<file path="src/rtl/cpu_pc_pkg.sv">
// rtl/cpu_pc_pkg.sv - shared program-counter types, widths and reset vector defaults
package cpu_pc_pkg;

  localparam int PC_BYTE_W = 8;

  typedef logic [PC_BYTE_W-1:0] pc_byte_t;

  localparam pc_byte_t RESET_PCL_DEFAULT = 8'h00;
  localparam pc_byte_t RESET_PCH_DEFAULT = 8'h00;

  typedef enum logic {
    NO_CARRY = 1'b0,
    CARRY    = 1'b1
  } carry_state_e;

endpackage

</file>
<file path="src/rtl/program_counter_increment_unit_if.sv">
// rtl/program_counter_increment_unit_if.sv - select-register inputs and PC bus outputs of the increment unit
interface program_counter_increment_unit_if;
  import cpu_pc_pkg::*;

  pc_byte_t pcls;
  pc_byte_t pchs;
  logic     inc_pc;
  logic     load_pcl;
  logic     load_pch;
  pc_byte_t pcl;
  pc_byte_t pch;
  logic     carry_pending;
  logic     pc_wrap;

  modport master (
    output pcls, pchs, inc_pc, load_pcl, load_pch,
    input  pcl, pch, carry_pending, pc_wrap
  );

  modport slave (
    input  pcls, pchs, inc_pc, load_pcl, load_pch,
    output pcl, pch, carry_pending, pc_wrap
  );

endinterface

</file>
<file path="src/rtl/program_counter_increment_unit_byte_incrementer.sv">
// rtl/program_counter_increment_unit_byte_incrementer.sv - combinational 8-bit add of a single increment bit
module byte_incrementer
  import cpu_pc_pkg::*;
(
  input  pc_byte_t a_i,
  input  logic     inc_i,
  output pc_byte_t sum_o,
  output logic     carry_o
);

  logic [PC_BYTE_W:0] full_sum;

  // The ninth bit of the add is the carry out of the byte.
  assign full_sum = {1'b0, a_i} + {{PC_BYTE_W{1'b0}}, inc_i};
  assign sum_o    = full_sum[PC_BYTE_W-1:0];
  assign carry_o  = full_sum[PC_BYTE_W];

endmodule

</file>
<file path="src/rtl/program_counter_increment_unit.sv">
// rtl/program_counter_increment_unit.sv - PCL/PCH registers with a one-cycle delayed low-to-high carry
module program_counter_increment_unit
  import cpu_pc_pkg::*;
#(
  parameter pc_byte_t RESET_PCL = RESET_PCL_DEFAULT,
  parameter pc_byte_t RESET_PCH = RESET_PCH_DEFAULT
) (
  input  logic                                clk,
  input  logic                                reset,
  program_counter_increment_unit_if.slave     pc_bus
);

  pc_byte_t     pcl_q, pcl_d;
  pc_byte_t     pch_q, pch_d;
  logic         pc_wrap_q, pc_wrap_d;
  carry_state_e state_q, state_d;

  pc_byte_t     lo_sum;
  logic         lo_carry;
  pc_byte_t     hi_sum;
  logic         hi_carry;
  logic         carry_pending;

  assign carry_pending = (state_q == CARRY);

  byte_incrementer u_lo_inc (
    .a_i     (pc_bus.pcls),
    .inc_i   (pc_bus.inc_pc),
    .sum_o   (lo_sum),
    .carry_o (lo_carry)
  );

  byte_incrementer u_hi_inc (
    .a_i     (pc_bus.pchs),
    .inc_i   (carry_pending),
    .sum_o   (hi_sum),
    .carry_o (hi_carry)
  );

  always_comb begin
    pcl_d     = pcl_q;
    pch_d     = pch_q;
    pc_wrap_d = 1'b0;
    state_d   = state_q;

    if (pc_bus.load_pcl) begin
      pcl_d = lo_sum;
    end

    // PCH always sees the carry from before this edge, even when PCL loads too.
    if (pc_bus.load_pch) begin
      pch_d     = hi_sum;
      pc_wrap_d = hi_carry;
    end

    case (state_q)
      NO_CARRY: begin
        if (pc_bus.load_pcl && lo_carry) begin
          state_d = CARRY;
        end
      end
      CARRY: begin
        // A fresh low byte supersedes whatever carry was still waiting.
        if (pc_bus.load_pcl) begin
          state_d = lo_carry ? CARRY : NO_CARRY;
        end else if (pc_bus.load_pch) begin
          state_d = NO_CARRY;
        end
      end
      default: state_d = NO_CARRY;
    endcase
  end

  always_ff @(posedge clk) begin
    if (reset) begin
      pcl_q     <= RESET_PCL;
      pch_q     <= RESET_PCH;
      pc_wrap_q <= 1'b0;
      state_q   <= NO_CARRY;
    end else begin
      pcl_q     <= pcl_d;
      pch_q     <= pch_d;
      pc_wrap_q <= pc_wrap_d;
      state_q   <= state_d;
    end
  end

  assign pc_bus.pcl           = pcl_q;
  assign pc_bus.pch           = pch_q;
  assign pc_bus.carry_pending = carry_pending;
  assign pc_bus.pc_wrap       = pc_wrap_q;

endmodule

</file>
<file path="src/flat_wrapper.sv">
// flat-port wrapper written by rule: the top's interface ports become plain ports
module program_counter_increment_unit_flat import cpu_pc_pkg::*;
#(
  parameter pc_byte_t RESET_PCL = RESET_PCL_DEFAULT,
  parameter pc_byte_t RESET_PCH = RESET_PCH_DEFAULT
)
  (clk, reset, pc_bus_pcls, pc_bus_pchs, pc_bus_inc_pc, pc_bus_load_pcl, pc_bus_load_pch, pc_bus_pcl, pc_bus_pch, pc_bus_carry_pending, pc_bus_pc_wrap);
  program_counter_increment_unit_if pc_bus_i ();
  input  logic clk;
  input  logic reset;
  input wire logic [$bits(pc_bus_i.pcls)-1:0] pc_bus_pcls;
  input wire logic [$bits(pc_bus_i.pchs)-1:0] pc_bus_pchs;
  input wire logic [$bits(pc_bus_i.inc_pc)-1:0] pc_bus_inc_pc;
  input wire logic [$bits(pc_bus_i.load_pcl)-1:0] pc_bus_load_pcl;
  input wire logic [$bits(pc_bus_i.load_pch)-1:0] pc_bus_load_pch;
  output wire logic [$bits(pc_bus_i.pcl)-1:0] pc_bus_pcl;
  output wire logic [$bits(pc_bus_i.pch)-1:0] pc_bus_pch;
  output wire logic [$bits(pc_bus_i.carry_pending)-1:0] pc_bus_carry_pending;
  output wire logic [$bits(pc_bus_i.pc_wrap)-1:0] pc_bus_pc_wrap;
  assign pc_bus_i.pcls = pc_bus_pcls;
  assign pc_bus_i.pchs = pc_bus_pchs;
  assign pc_bus_i.inc_pc = pc_bus_inc_pc;
  assign pc_bus_i.load_pcl = pc_bus_load_pcl;
  assign pc_bus_i.load_pch = pc_bus_load_pch;
  assign pc_bus_pcl = pc_bus_i.pcl;
  assign pc_bus_pch = pc_bus_i.pch;
  assign pc_bus_carry_pending = pc_bus_i.carry_pending;
  assign pc_bus_pc_wrap = pc_bus_i.pc_wrap;
  program_counter_increment_unit #(.RESET_PCL(RESET_PCL), .RESET_PCH(RESET_PCH)) u_core (.clk(clk), .reset(reset), .pc_bus(pc_bus_i));
endmodule
</file>
<file path="config.mk">
export PLATFORM = sky130hd
export DESIGN_NAME = program_counter_increment_unit_flat
export DESIGN_NICKNAME = d
export VERILOG_FILES = /design/src/rtl/cpu_pc_pkg.sv /design/src/rtl/program_counter_increment_unit_if.sv /design/src/rtl/program_counter_increment_unit_byte_incrementer.sv /design/src/rtl/program_counter_increment_unit.sv /design/src/flat_wrapper.sv
export SDC_FILE = /design/constraint.sdc
export NUM_CORES = 1
export LEC_CHECK = 0
export ABC_AREA = 1
export CORE_MARGIN = 3
export CORE_UTILIZATION = 35
export DETAILED_ROUTE_END_ITERATION = 8
export DONT_BUFFER_PORTS = 1
export GPL_TIMING_DRIVEN = 1
export PLACE_DENSITY_LB_ADDON = 0.05
export SLEW_MARGIN = 15
export SYNTH_ARGS = -nofsm -noshare
export SYNTH_HDL_FRONTEND = slang
export SYNTH_SLANG_ARGS = --single-unit
</file>
<file path="constraint.sdc">
create_clock -name clk -period 2.59 [get_ports clk]
set_clock_uncertainty 0.05 [all_clocks]
set_input_delay 0.518 -clock clk [delete_from_list [all_inputs] [get_ports clk]]
set_output_delay 0.518 -clock clk [all_outputs]
set_load 0.01 [all_outputs]
</file>
Word-level counts from Yosys, hierarchy flattened

Cells that the tools add are included.

Reductions and logical operators: 2
Multiplexer cells: 5
Bitwise gates (word level): 2
Add/sub/neg operators: 2

Operator list:

| operator          | number |
|---|---|
| $add 8x1->9       | 2 |
| $mux 1            | 4 |
| $not 1->1         | 2 |
| $pmux 1 s2        | 1 |
| $reduce_or 2->1   | 1 |
| $logic_and 1x1->1 | 1 |

Register bits: 18
Word-level logic and storage cells: 15

Longest topological paths before layout

Word-level depth: 4
Gate-level depth with buffers: 9

Cells and area by module

Synthesis repeated with hierarchy kept, for this count alone.

Cells, all modules: 147
Area total of the unflattened synthesis: 1,114.8 um^2

By module, submodules not included:

| module                         | cells each | area an instance (um^2) | sequential area each (um^2) | times used |
|---|---|---|---|---|
| program_counter_increment_unit | 79         | 747.0                   | 360.3                       | 1 |
| byte_incrementer               | 34         | 183.9                   | 0.0                         | 2 |

Least setup slack after synthesis

No wires, ideal clock.

Path kind: input port to flip-flop
From: input port pc_bus_inc_pc
To: register u_core.pcl_q[4] (netlist: u_core.pc_bus.pcl[4])
Stages: 7
Library setup time: 0.109 ns
Data arrival time: 1.300 ns
Setup slack: 1.131 ns
Data required time: 2.431 ns
Cell sequence: ha_1 ha_1 nand3_2 xor2_1 nand2_1 nand2_1 inv_1

Word-level cells in the longest chain between the ends: 1

Ends and longest elaborated chain:

| what                 | line                                                  | text |
|---|---|---|
| from (decl)          | flat_wrapper.sv:13                                    | `input wire logic [$bits(pc_bus_i.inc_pc)-1:0] pc_bus_inc_pc;` |
| $add 8x1->9          | program_counter_increment_unit_byte_incrementer.sv:14 | `assign full_sum = {1'b0, a_i} + {{PC_BYTE_W{1'b0}}, inc_i};` |
| to (signal assigned) | program_counter_increment_unit.sv:81                  | `pcl_q <= pcl_d;` |
| to (decl)            | program_counter_increment_unit.sv:13                  | `pc_byte_t pcl_q, pcl_d;` |

No other way between the ends.
A chain may end at the register's enable or synchronous reset.

Final worst setup path

From: register u_core.state_q (netlist: u_core.pc_bus.carry_pending)
To: register u_core.pch_q[6] (netlist: u_core.pc_bus.pch[6])

Word-level cells in the longest chain between the ends: 1

Ends and longest elaborated chain:

| what                   | line                                                  | text |
|---|---|---|
| from (decl)            | program_counter_increment_unit.sv:16                  | `carry_state_e state_q, state_d;` |
| from (signal assigned) | program_counter_increment_unit.sv:84                  | `state_q <= state_d;` |
| $add 8x1->9            | program_counter_increment_unit_byte_incrementer.sv:14 |  |
| to (signal assigned)   | program_counter_increment_unit.sv:82                  | `pch_q <= pch_d;` |
| to (decl)              | program_counter_increment_unit.sv:14                  | `pc_byte_t pch_q, pch_d;` |

No other way between the ends.

==> results.rst <==
.. list-table::
   :header-rows: 1

   * - Metric
     - Value
   * - Run status
     - finished, final reports clean
   * - Portion of the post-synthesis area used by sequential elements
     - 0.360
   * - Initial core utilization
     - 0.386
   * - Root buffer cell
     - sky130_fd_sc_hd__clkbuf_4
   * - Required time at the endpoint of the critical path
     - 2750 ps
   * - Area of the placeable core
     - 0.00259 mm²
   * - Clock latency at the later pin of the worst-skew pair
     - 300 ps
   * - Post-synth top area share
     - 0.360
   * - Worst-case setup margin in the final layout
     - between 1000 and 1500 ps
   * - Clock buffer count from CTS
     - 3
   * - Detailed-router iteration count before antenna repair
     - 4
   * - Max-slew violation count
     - 0
   * - Top cell type by total area after synthesis
     - sky130_fd_sc_hd__dfxtp_1
   * - Count of buffers from port buffering
     - 0
   * - Worst-case hold slack
     - between 200 and 250 ps
   * - Setup Buffers After CTS
     - 0
   * - Combined area of the multi-input logic cells
     - between 500 and 600 µm²
   * - Crit path arrival time
     - ~1700 ps
   * - Number of rows in the core area
     - 18
   * - Total nets after synthesis
     - between 150 and 200
   * - Mean instance size in the synthesized netlist
     - around 6.4 µm²
   * - Fmax
     - approximately 650 MHz
   * - Total half-perimeter wirelength after legalization and detailed placement
     - 1730 µm
   * - Routed wire length
     - 2280 µm
   * - 1st-iter DRT viols
     - 77
   * - Count of different cell masters after synthesis
     - 16
   * - Number of endpoints failing setup at the final stage
     - 0
   * - Unrepaired setup endpoints after global routing
     - false
   * - Top library cells by usage in the layout, fill and taps aside
     - sky130_fd_sc_hd__nor2_1, sky130_fd_sc_hd__nand2_1, sky130_fd_sc_hd__inv_1
   * - Most common cell after layout, fill and taps aside
     - sky130_fd_sc_hd__nor2_1
   * - Synthesized flop and latch total
     - 18
   * - Static Leakage
     - 0.544 nW
   * - CP endpoint kind
     - register
   * - Number of nets still failing antenna checks after routing
     - 0
   * - Kind of start point of the critical path
     - register
   * - Proportion of layout cells with a drive suffix above 1
     - 0.0510
   * - Sequential cell area in the final layout
     - 360 µm²
   * - Combined global-route utilization of all metal layers
     - 0.139
   * - Boundary Pins
     - 39
   * - Final weighted congestion in routability-driven placement
     - 0.790
   * - Largest net degree at the start of global routing
     - 16
   * - Vias in the first global route
     - 856
   * - Final Hold Violating Endpoints
     - 0
   * - Power Dens Cells
     - roughly 530 mW/mm²
   * - Via total after detailed routing
     - approximately 890
   * - Area overhead of the layout relative to synthesis
     - 4.63%
   * - Die Y-Extent
     - 59.4 µm
   * - Antenna diode count
     - 0
   * - CTS Sinks
     - 18
   * - Buffers from clock root to sink, at most
     - 2
   * - Initial antenna violation count
     - 0
   * - Least-Margin Pin Slew
     - 194 ps
   * - Max-capacitance violation count
     - 0
   * - Leading cell types by total area after synthesis
     - sky130_fd_sc_hd__dfxtp_1, sky130_fd_sc_hd__nor2_1, sky130_fd_sc_hd__nand2_1, sky130_fd_sc_hd__inv_1, sky130_fd_sc_hd__nand3_1
   * - Hold-fix buffers, CTS
     - 0
   * - Average detailed-routed wire length per instance
     - 12.2 µm
   * - Final min period
     - 1540 ps
   * - Filler Cells Inserted
     - 302
   * - Drt via density
     - about 4.8
   * - CTS tree
     - built
   * - Die area
     - 0.00353 mm²
   * - Final period utilization
     - 0.595
   * - Final Power
     - 0.557 mW
   * - Worst min-delay path class
     - in2reg
   * - Yosys warns
     - 0
   * - Minimum setup slack after placement
     - 1030 ps
   * - Headroom to the max-slew limit
     - 0.870
   * - Global-route wire length before repair
     - 3670 µm
   * - Maximum vdd drop
     - 0.000250 V
   * - Maximum fanout along the worst path
     - 3
   * - Die width
     - between 50 and 60 µm
   * - H-Tree Depth
     - 1
   * - Post-cts resize count
     - 0
   * - Kind of critical path
     - reg2reg
   * - Final-layout setup total negative slack
     - 0 ps
   * - Cell area after synthesis
     - roughly 1000 µm²
   * - Post-layout nets
     - 183
   * - DRC violation count after routing
     - 0
   * - Synth Instances
     - 156
   * - Total global routing overflow
     - 0
   * - Clock Pin Slew Worst Setup and Hold Paths
     - 110 ps
[critical path: stages (launching register included)]
cell	delay (ps)
sky130_fd_sc_hd__dfxtp_1	430
sky130_fd_sc_hd__ha_1	230
sky130_fd_sc_hd__ha_1	230
sky130_fd_sc_hd__nand2_2	90
sky130_fd_sc_hd__nor2_1	130
sky130_fd_sc_hd__nand2_1	80
sky130_fd_sc_hd__nand2_1	60
sky130_fd_sc_hd__nand3_1	60
sky130_fd_sc_hd__nand2_1	60
sky130_fd_sc_hd__inv_1	40
[area by class of cell]
class / instances / share of cell area
multi-input cells: 111 / 0.499
flip-flops and latches: 18 / 0.344
inverters: 24 / 0.0861
well taps: 30 / 0.0359
clock buffers: 4 / 0.0347
[synth_stat cells]
cell type and number:
sky130_fd_sc_hd__nor2_1 38, sky130_fd_sc_hd__nand2_1 32, sky130_fd_sc_hd__inv_1 24, sky130_fd_sc_hd__dfxtp_1 18, sky130_fd_sc_hd__nand3_1 13, sky130_fd_sc_hd__o21ai_0 10
sky130_fd_sc_hd__ha_1 4, sky130_fd_sc_hd__xor2_1 4, sky130_fd_sc_hd__a21oi_1 2, sky130_fd_sc_hd__buf_6 2, sky130_fd_sc_hd__nor2_2 2, sky130_fd_sc_hd__nor3_1 2
sky130_fd_sc_hd__o21ai_1 2, sky130_fd_sc_hd__buf_2 1, sky130_fd_sc_hd__nand2_2 1, sky130_fd_sc_hd__nand3_2 1
[flip-flops by register name, summed over array words and instances (netlist names)]
name / flops
u_core.pc_bus.carry_pending: 1
u_core.pc_bus.pc_wrap: 1
u_core.pc_bus.pch: 8
u_core.pc_bus.pcl: 8
[metal layers]
metal / up-vias / track usage / share of wire
met5: - / 0 / 0
met4: 0 / 0.0744 / 0.0061
met3: 2 / 0.0414 / 0.092
met2: 30 / 0.214 / 0.46
met1: 381 / 0.172 / 0.44
li1: 479 / - / -
[worst paths after layout]
check                           endpoint  cells after the start  slack (ps)                         from
max reg2reg         u_core.pc_bus.pch[6]                      9        1050  u_core.pc_bus.carry_pending
min reg2reg         u_core.pc_bus.pch[1]                      2         530         u_core.pc_bus.pch[1]
min          u_core.pc_bus.carry_pending                      1         240              pc_bus_load_pcl
max                 u_core.pc_bus.pch[6]                      9        1050  u_core.pc_bus.carry_pending
[through the flow]
step / area, µm² / utilization / std cells
after floorplan: 1000 / - / 156
after global placement: 1010 / 0.390 / 183
after detailed placement: 1010 / 0.390 / 183
after CTS: 1050 / 0.404 / 187
after global routing: 1050 / 0.404 / 187
final: 1050 / 0.404 / 187
[logic make-up (layout without fill, tap and decap cells)]
kind of cell | Yosys count | in the layout | share of synthesized area
AO/OA/AOI/OAI | 14 | 14 | 0.0701
XOR/XNOR | 4 | 4 | 0.0350
adder cells (fa/ha/maj) | 4 | 4 | 0.0501
AND/OR/NAND/NOR | 89 | 89 | 0.367
flip-flops | 18 | 18 | 0.360
buffers and inverters | 27 | 28 | 0.118
[report_power, final]
group	total, mW	internal (mW)	switching, mW
registers	0.317	0.296	0.0212
clock network	0.179	0.0856	0.0934
logic	0.0609	0.0267	0.0342
total	0.557	0.408	0.149
Power figures use the tool's default switching activity.
==> RTL change 1 (config.mk and constraints unchanged) <==
The package constant `PC_BYTE_W` goes from 8 to 12.
--- a/src/rtl/cpu_pc_pkg.sv
+++ b/src/rtl/cpu_pc_pkg.sv
@@ -1,7 +1,7 @@
 // rtl/cpu_pc_pkg.sv - shared program-counter types, widths and reset vector defaults
 package cpu_pc_pkg;
 
-  localparam int PC_BYTE_W = 8;
+  localparam int PC_BYTE_W = 12;
 
   typedef logic [PC_BYTE_W-1:0] pc_byte_t;
 
Interface: changed (resized pc_bus_pch, pc_bus_pchs, pc_bus_pcl and pc_bus_pcls); port bits go from 39 to 55. The function was not compared with the original's and may differ.
==> RTL change 1 against the original RTL <==
Setup slack lost 0.11 ns. Clock power grew 28%. Sequential power grew 44%. Sequential cell count grew 8. Power grew 40%. Wire length grew 58%. First-iteration DRC count shrank 40%. Area after synthesis grew 52%. Design area grew 52%. Utilization shrank 1.4 points.
==> RTL change 1: results (changes against the original RTL) <==
Synth
  • Ys async rst share: 0% (unchanged)
  • Most instantiated cells after synthesis: sky130_fd_sc_hd__nor2_1 (54), sky130_fd_sc_hd__nand2_1 (51), sky130_fd_sc_hd__inv_1 (38)
  • Leading post-synthesis cells by cell area: sky130_fd_sc_hd__dfxtp_1 (34%), sky130_fd_sc_hd__nor2_1 (13%), sky130_fd_sc_hd__nand2_1 (13%), sky130_fd_sc_hd__inv_1 (9.4%), sky130_fd_sc_hd__nand3_1 (5.9%)
  • Synthesized instance count: 241 (+54%)
  • Number of different library cells in the post-synthesis netlist: 21 (+5)
  • Sequential share of the synthesized area: 34.3% (-1.8 points)
  • Count of warnings emitted by yosys: 0 (unchanged)

STA
  • Transition at the pin with the smallest max-transition slack: 0.307 ns (+0.113 ns)
  • Hold slack: 0.279 ns (+0.0357 ns)

Setup path
  • Slack of the worst reg-to-reg path: 0.94 ns (-0.11 ns)
  • WP data arrival: 1.77 ns (+0.07 ns)
  • Maximum fanout count along the critical path: 6 (+3)
  • Crit path largest cell delay: 0.44 ns
  • Max stage delay cell, worst path: sky130_fd_sc_hd__dfxtp_1
  • Gate family responsible for the most delay along the worst path: simple AND/OR/NAND/NOR gates

Routing
  • Via density per instance: 4.67 (-2.0%)
  • Met3 WL: 302 microns (+44%)
  • Post-detailed-routing wire length: 3610 microns (+58%)
  • Top Layer Used: met4
  • Total routed wire length on the met1 layer: 1710 microns (+69%)
  • Number of detailed-route iterations in the first pass: 4 (unchanged)
  • DRT iter0 DRCs: 46 (-40%)
  • Total length of routed met2 wires: 1580 microns (+52%)

Clocking
  • Clock buffer count from CTS: 3 (unchanged)
  • Clock Pin Slew Worst Setup and Hold Paths: 0.09 ns (-0.02 ns)
  • # Post-CTS Setup Buffers: 0 (unchanged)
  • Clock root cell: sky130_fd_sc_hd__clkbuf_8
  • Worst skew pair latency: 0.26 ns (-0.04 ns)

Final layout
  • Layout cell share with drive strength beyond 1: 5.04% (-0.054 points)
  • Number of standard cells in the final layout excluding fillers: 288 (+54%)
  • Final layout net count: 273 (+49%)

Power and ir drop
  • Peak supply drop: 0.188 mV (-25%)
  • Leakage power: 0.000816 uW (+50%)

Global routing
  • Vias in the first global route: 1314 (+54%)
  • Global-route total usage across every layer: 14.3% (+0.39 points)
  • Maximum number of pins on one net before global-route repair: 23 (+7)
  • First-pass GRT wire length: 5960 microns (+62%)
  • GR Overflow Total: 0 (unchanged)
  • Number of antenna violations at the first check in global routing: 0 (unchanged)

Placed design
  • DPL Wire Length: 2790 microns (+61%)
  • IO buf count: 0 (unchanged)
  • Placer congestion estimate: 0.742 (-6.0%)

Run status
  • Result of the run: completed
==> RTL change 1: changes by cell type after synthesis, moves of 3 or more <==
cell,unedited run,this run
sky130_fd_sc_hd__nand2_1,32,51
sky130_fd_sc_hd__xnor2_1,0,3
sky130_fd_sc_hd__nand3_1,13,18
sky130_fd_sc_hd__nor2_2,2,5
sky130_fd_sc_hd__inv_1,24,38
sky130_fd_sc_hd__o21ai_0,10,13
sky130_fd_sc_hd__nand4_1,0,6
sky130_fd_sc_hd__dfxtp_1,18,26
sky130_fd_sc_hd__nor2_1,38,54
sky130_fd_sc_hd__nand3b_1,0,4
sky130_fd_sc_hd__buf_2,1,5
==> RTL change 1: metrics by stage <==
| step | setup WS (ns) | total power (uW) |
|---|---|---|
| floorplan | 1.03 | 549 |
| global placement | 0.898 | 558 |
| detailed placement | 0.902 | 558 |
| CTS | 0.941 | 799 |
| global route | 0.759 | 828 |
| finish | 0.940 | 777 |
==> RTL change 1: where the power goes <==
group	internal (uW)	total, uW	switching [uW]
Combinational	39.4	91.0	51.6
Clock	104	230	126
Sequential	426	456	29.6
==> RTL change 1: final timing paths <==
| kind | startpoint | endpoint | depth (start not counted) |
|---|---|---|---|
| max reg2reg | u_core.pc_bus.carry_pending | u_core.pc_bus.pch[10] | 9 |
| max | u_core.pc_bus.carry_pending | u_core.pc_bus.pch[10] | 9 |
| min | pc_bus_load_pcl | u_core.pc_bus.pcl[10] | 1 |
| min reg2reg | u_core.pc_bus.pch[0] | u_core.pc_bus.pch[0] | 2 |
==> RTL change 1: cell type report <==
cell class / count / area [sq um]
multi-input combinational: 171 / 827
fill: 464 / 2490
inverter: 38 / 143
sequential: 26 / 520
tap: 50 / 62.6
clock buffer: 3 / 41.3
==> RTL change 1: logic make-up after synthesis <==
kind of cell	synth area share [%]
adders and majority gates	3.30
and+or+nand+nor	40.2
DFF	34.3
AOI/OAI and AO/OA	6.34
buffers and inverters	11.3
xor gates and xnor gates	4.61
==> RTL change 1: layer usage <==
metal / GRT usage, % / up-vias
met3: 5.19 / 2
li1: - / 734
met5: 0 / -
met1: 19.0 / 580
met4: 3.13 / 0
met2: 22.0 / 30
==> RTL change 2 (config.mk and constraints unchanged) <==
Without the edit above. Reset style: asynchronous (`reset`), changed in one clocked block.
--- a/src/rtl/program_counter_increment_unit.sv
+++ b/src/rtl/program_counter_increment_unit.sv
@@ -71,7 +71,7 @@
     endcase
   end
 
-  always_ff @(posedge clk) begin
+  always_ff @(posedge clk or posedge reset) begin
     if (reset) begin
       pcl_q     <= RESET_PCL;
       pch_q     <= RESET_PCH;
Behaviour: differs if reset is asserted again (counterexample within 4 cycles, from zero or initial values and one cycle with reset high); with reset held inactive, the same outputs for 10 cycles.
==> RTL change 2 against the original RTL <==
Largest power group unchanged. Largest cell class unchanged. Power rose by 0.89%. Setup slack better by 0.078 ns. Critical path depth shrank 3. Wire length fell by 13%. Clock power shrank 3%. Design area fell by 2.9%. Highest routed layer unchanged. Global-route usage shrank 0.89 points. Critical path type unchanged. Sequential cell count did not move. Maximum frequency rose by 5.4%. Worst hold slack got worse by 0.094 ns. Area after synthesis shrank 2.5%. Count of clock-buffer cells in the layout stayed put.
==> RTL change 2: results (changes against the original RTL) <==
Synth
  • Average footprint of a synthesized cell: 7.86 sq um (+23%)
  • Leading post-synthesis cells by cell area: sky130_fd_sc_hd__dfrtp_1 (46%), sky130_fd_sc_hd__nand2_1 (20%), sky130_fd_sc_hd__nand3_1 (5.6%), sky130_fd_sc_hd__ha_1 (5.1%), sky130_fd_sc_hd__xnor2_1 (4.5%)
  • Synth Area in Adders: 5.13% (+0.13 points)
  • Sequential share of the synthesized area: 46.2% (+10 points)
  • Ys async rst share: 100% (+100 points)
  • Fraction of the mapped netlist area in compound gates: 5.01% (-2.0 points)
  • Synth Area in XOR/XNOR: 4.49% (+0.99 points)
  • Most instantiated cells after synthesis: sky130_fd_sc_hd__nand2_1 (52), sky130_fd_sc_hd__dfrtp_1 (18), sky130_fd_sc_hd__nand3_1 (11), sky130_fd_sc_hd__nor2_1 (11), sky130_fd_sc_hd__inv_1 (6)

Final layout
  • Number of standard cells in the final layout excluding fillers: 155 (-17%)
  • Final layout net count: 151 (-17%)
  • Layout cell share with drive strength beyond 1: 7.20% (+2.1 points)

Global routing
  • First-pass GRT wire length: 3410 microns (-7.1%)
  • Vias in the first global route: 800 (-6.5%)
  • Maximum number of pins on one net before global-route repair: 19 (+3)

Power and ir drop
  • Cell area power density: 553 nW/um^2 (+3.9%)

Setup path
  • Gate family responsible for the most delay along the worst path: adder cells
  • Max stage delay cell, worst path: sky130_fd_sc_hd__dfrtp_1
  • Crit path largest cell delay: 0.45 ns (+0.02 ns)
  • WP data arrival: 1.61 ns (-0.09 ns)

Run status
  • Result of the run: completed

Routing
  • Via density per instance: 4.87 (+2.1%)
  • Routed wirelength normalized by instance count: 12.9 microns (+5.5%)
  • Number of detailed-route iterations in the first pass: 3 (-1)

Placed design
  • Placed Instance Area: 980 sq um (-3.0%)

STA
  • Worst slew slack as a fraction of its limit: 54.0% (-33 points)
## RTL change 2: cell count changes after synthesis, sizes merged, moves of 5 or more
cell,unedited run,this run
dfrtp,0,18
dfxtp,18,0
inv,24,8
nand2,33,53
nor2,40,12
o21ai,12,4
xnor2,0,5
## RTL change 2: routing by layer
metal | track usage, % | share of wire, % | up-vias
met5 | 0 | 0 | -
met4 | 5.83 | 1.6 | 0
met3 | 3.07 | 9.5 | 4
met2 | 22.1 | 47 | 30
met1 | 15.4 | 42 | 332
li1 | - | - | 389
## RTL change 2: area by class of cell
type                    instances  area share (%)
flip-flops and latches         18            44.3
well taps                      30            3.69
inverters                       8            2.96
clock buffers                   4            3.57
multi-input cells              95            45.4
## RTL change 2: power by group
| part | switching [uW] | internal [uW] |
|---|---|---|
| clock | 88.2 | 85.7 |
| sequential | 29.3 | 305 |
| combinational | 31.6 | 22.3 |
| total | 149 | 413 |
## RTL change 2: through the flow
stage | total power (uW) | setup slack, ns
global placement | 394 | 1.10
floorplan | 388 | 1.18
global route | 595 | 0.976
finish | 562 | 1.13
detailed placement | 397 | 1.08
CTS | 576 | 1.11
## RTL change 2: final timing paths
check                      cells past startpoint                        start  slack, ns                     endpoint
setup / recovery                               6  u_core.pc_bus.carry_pending       1.13         u_core.pc_bus.pch[6]
hold / removal                                 1                        reset       0.15  u_core.pc_bus.carry_pending
setup reg to reg                               6  u_core.pc_bus.carry_pending       1.13         u_core.pc_bus.pch[6]
hold reg to reg                                2         u_core.pc_bus.pch[4]       0.50         u_core.pc_bus.pch[4]
max in group asynchronous                      1                        reset       1.90         u_core.pc_bus.pch[5]
min in group clk                               1              pc_bus_load_pcl       0.27         u_core.pc_bus.pcl[3]
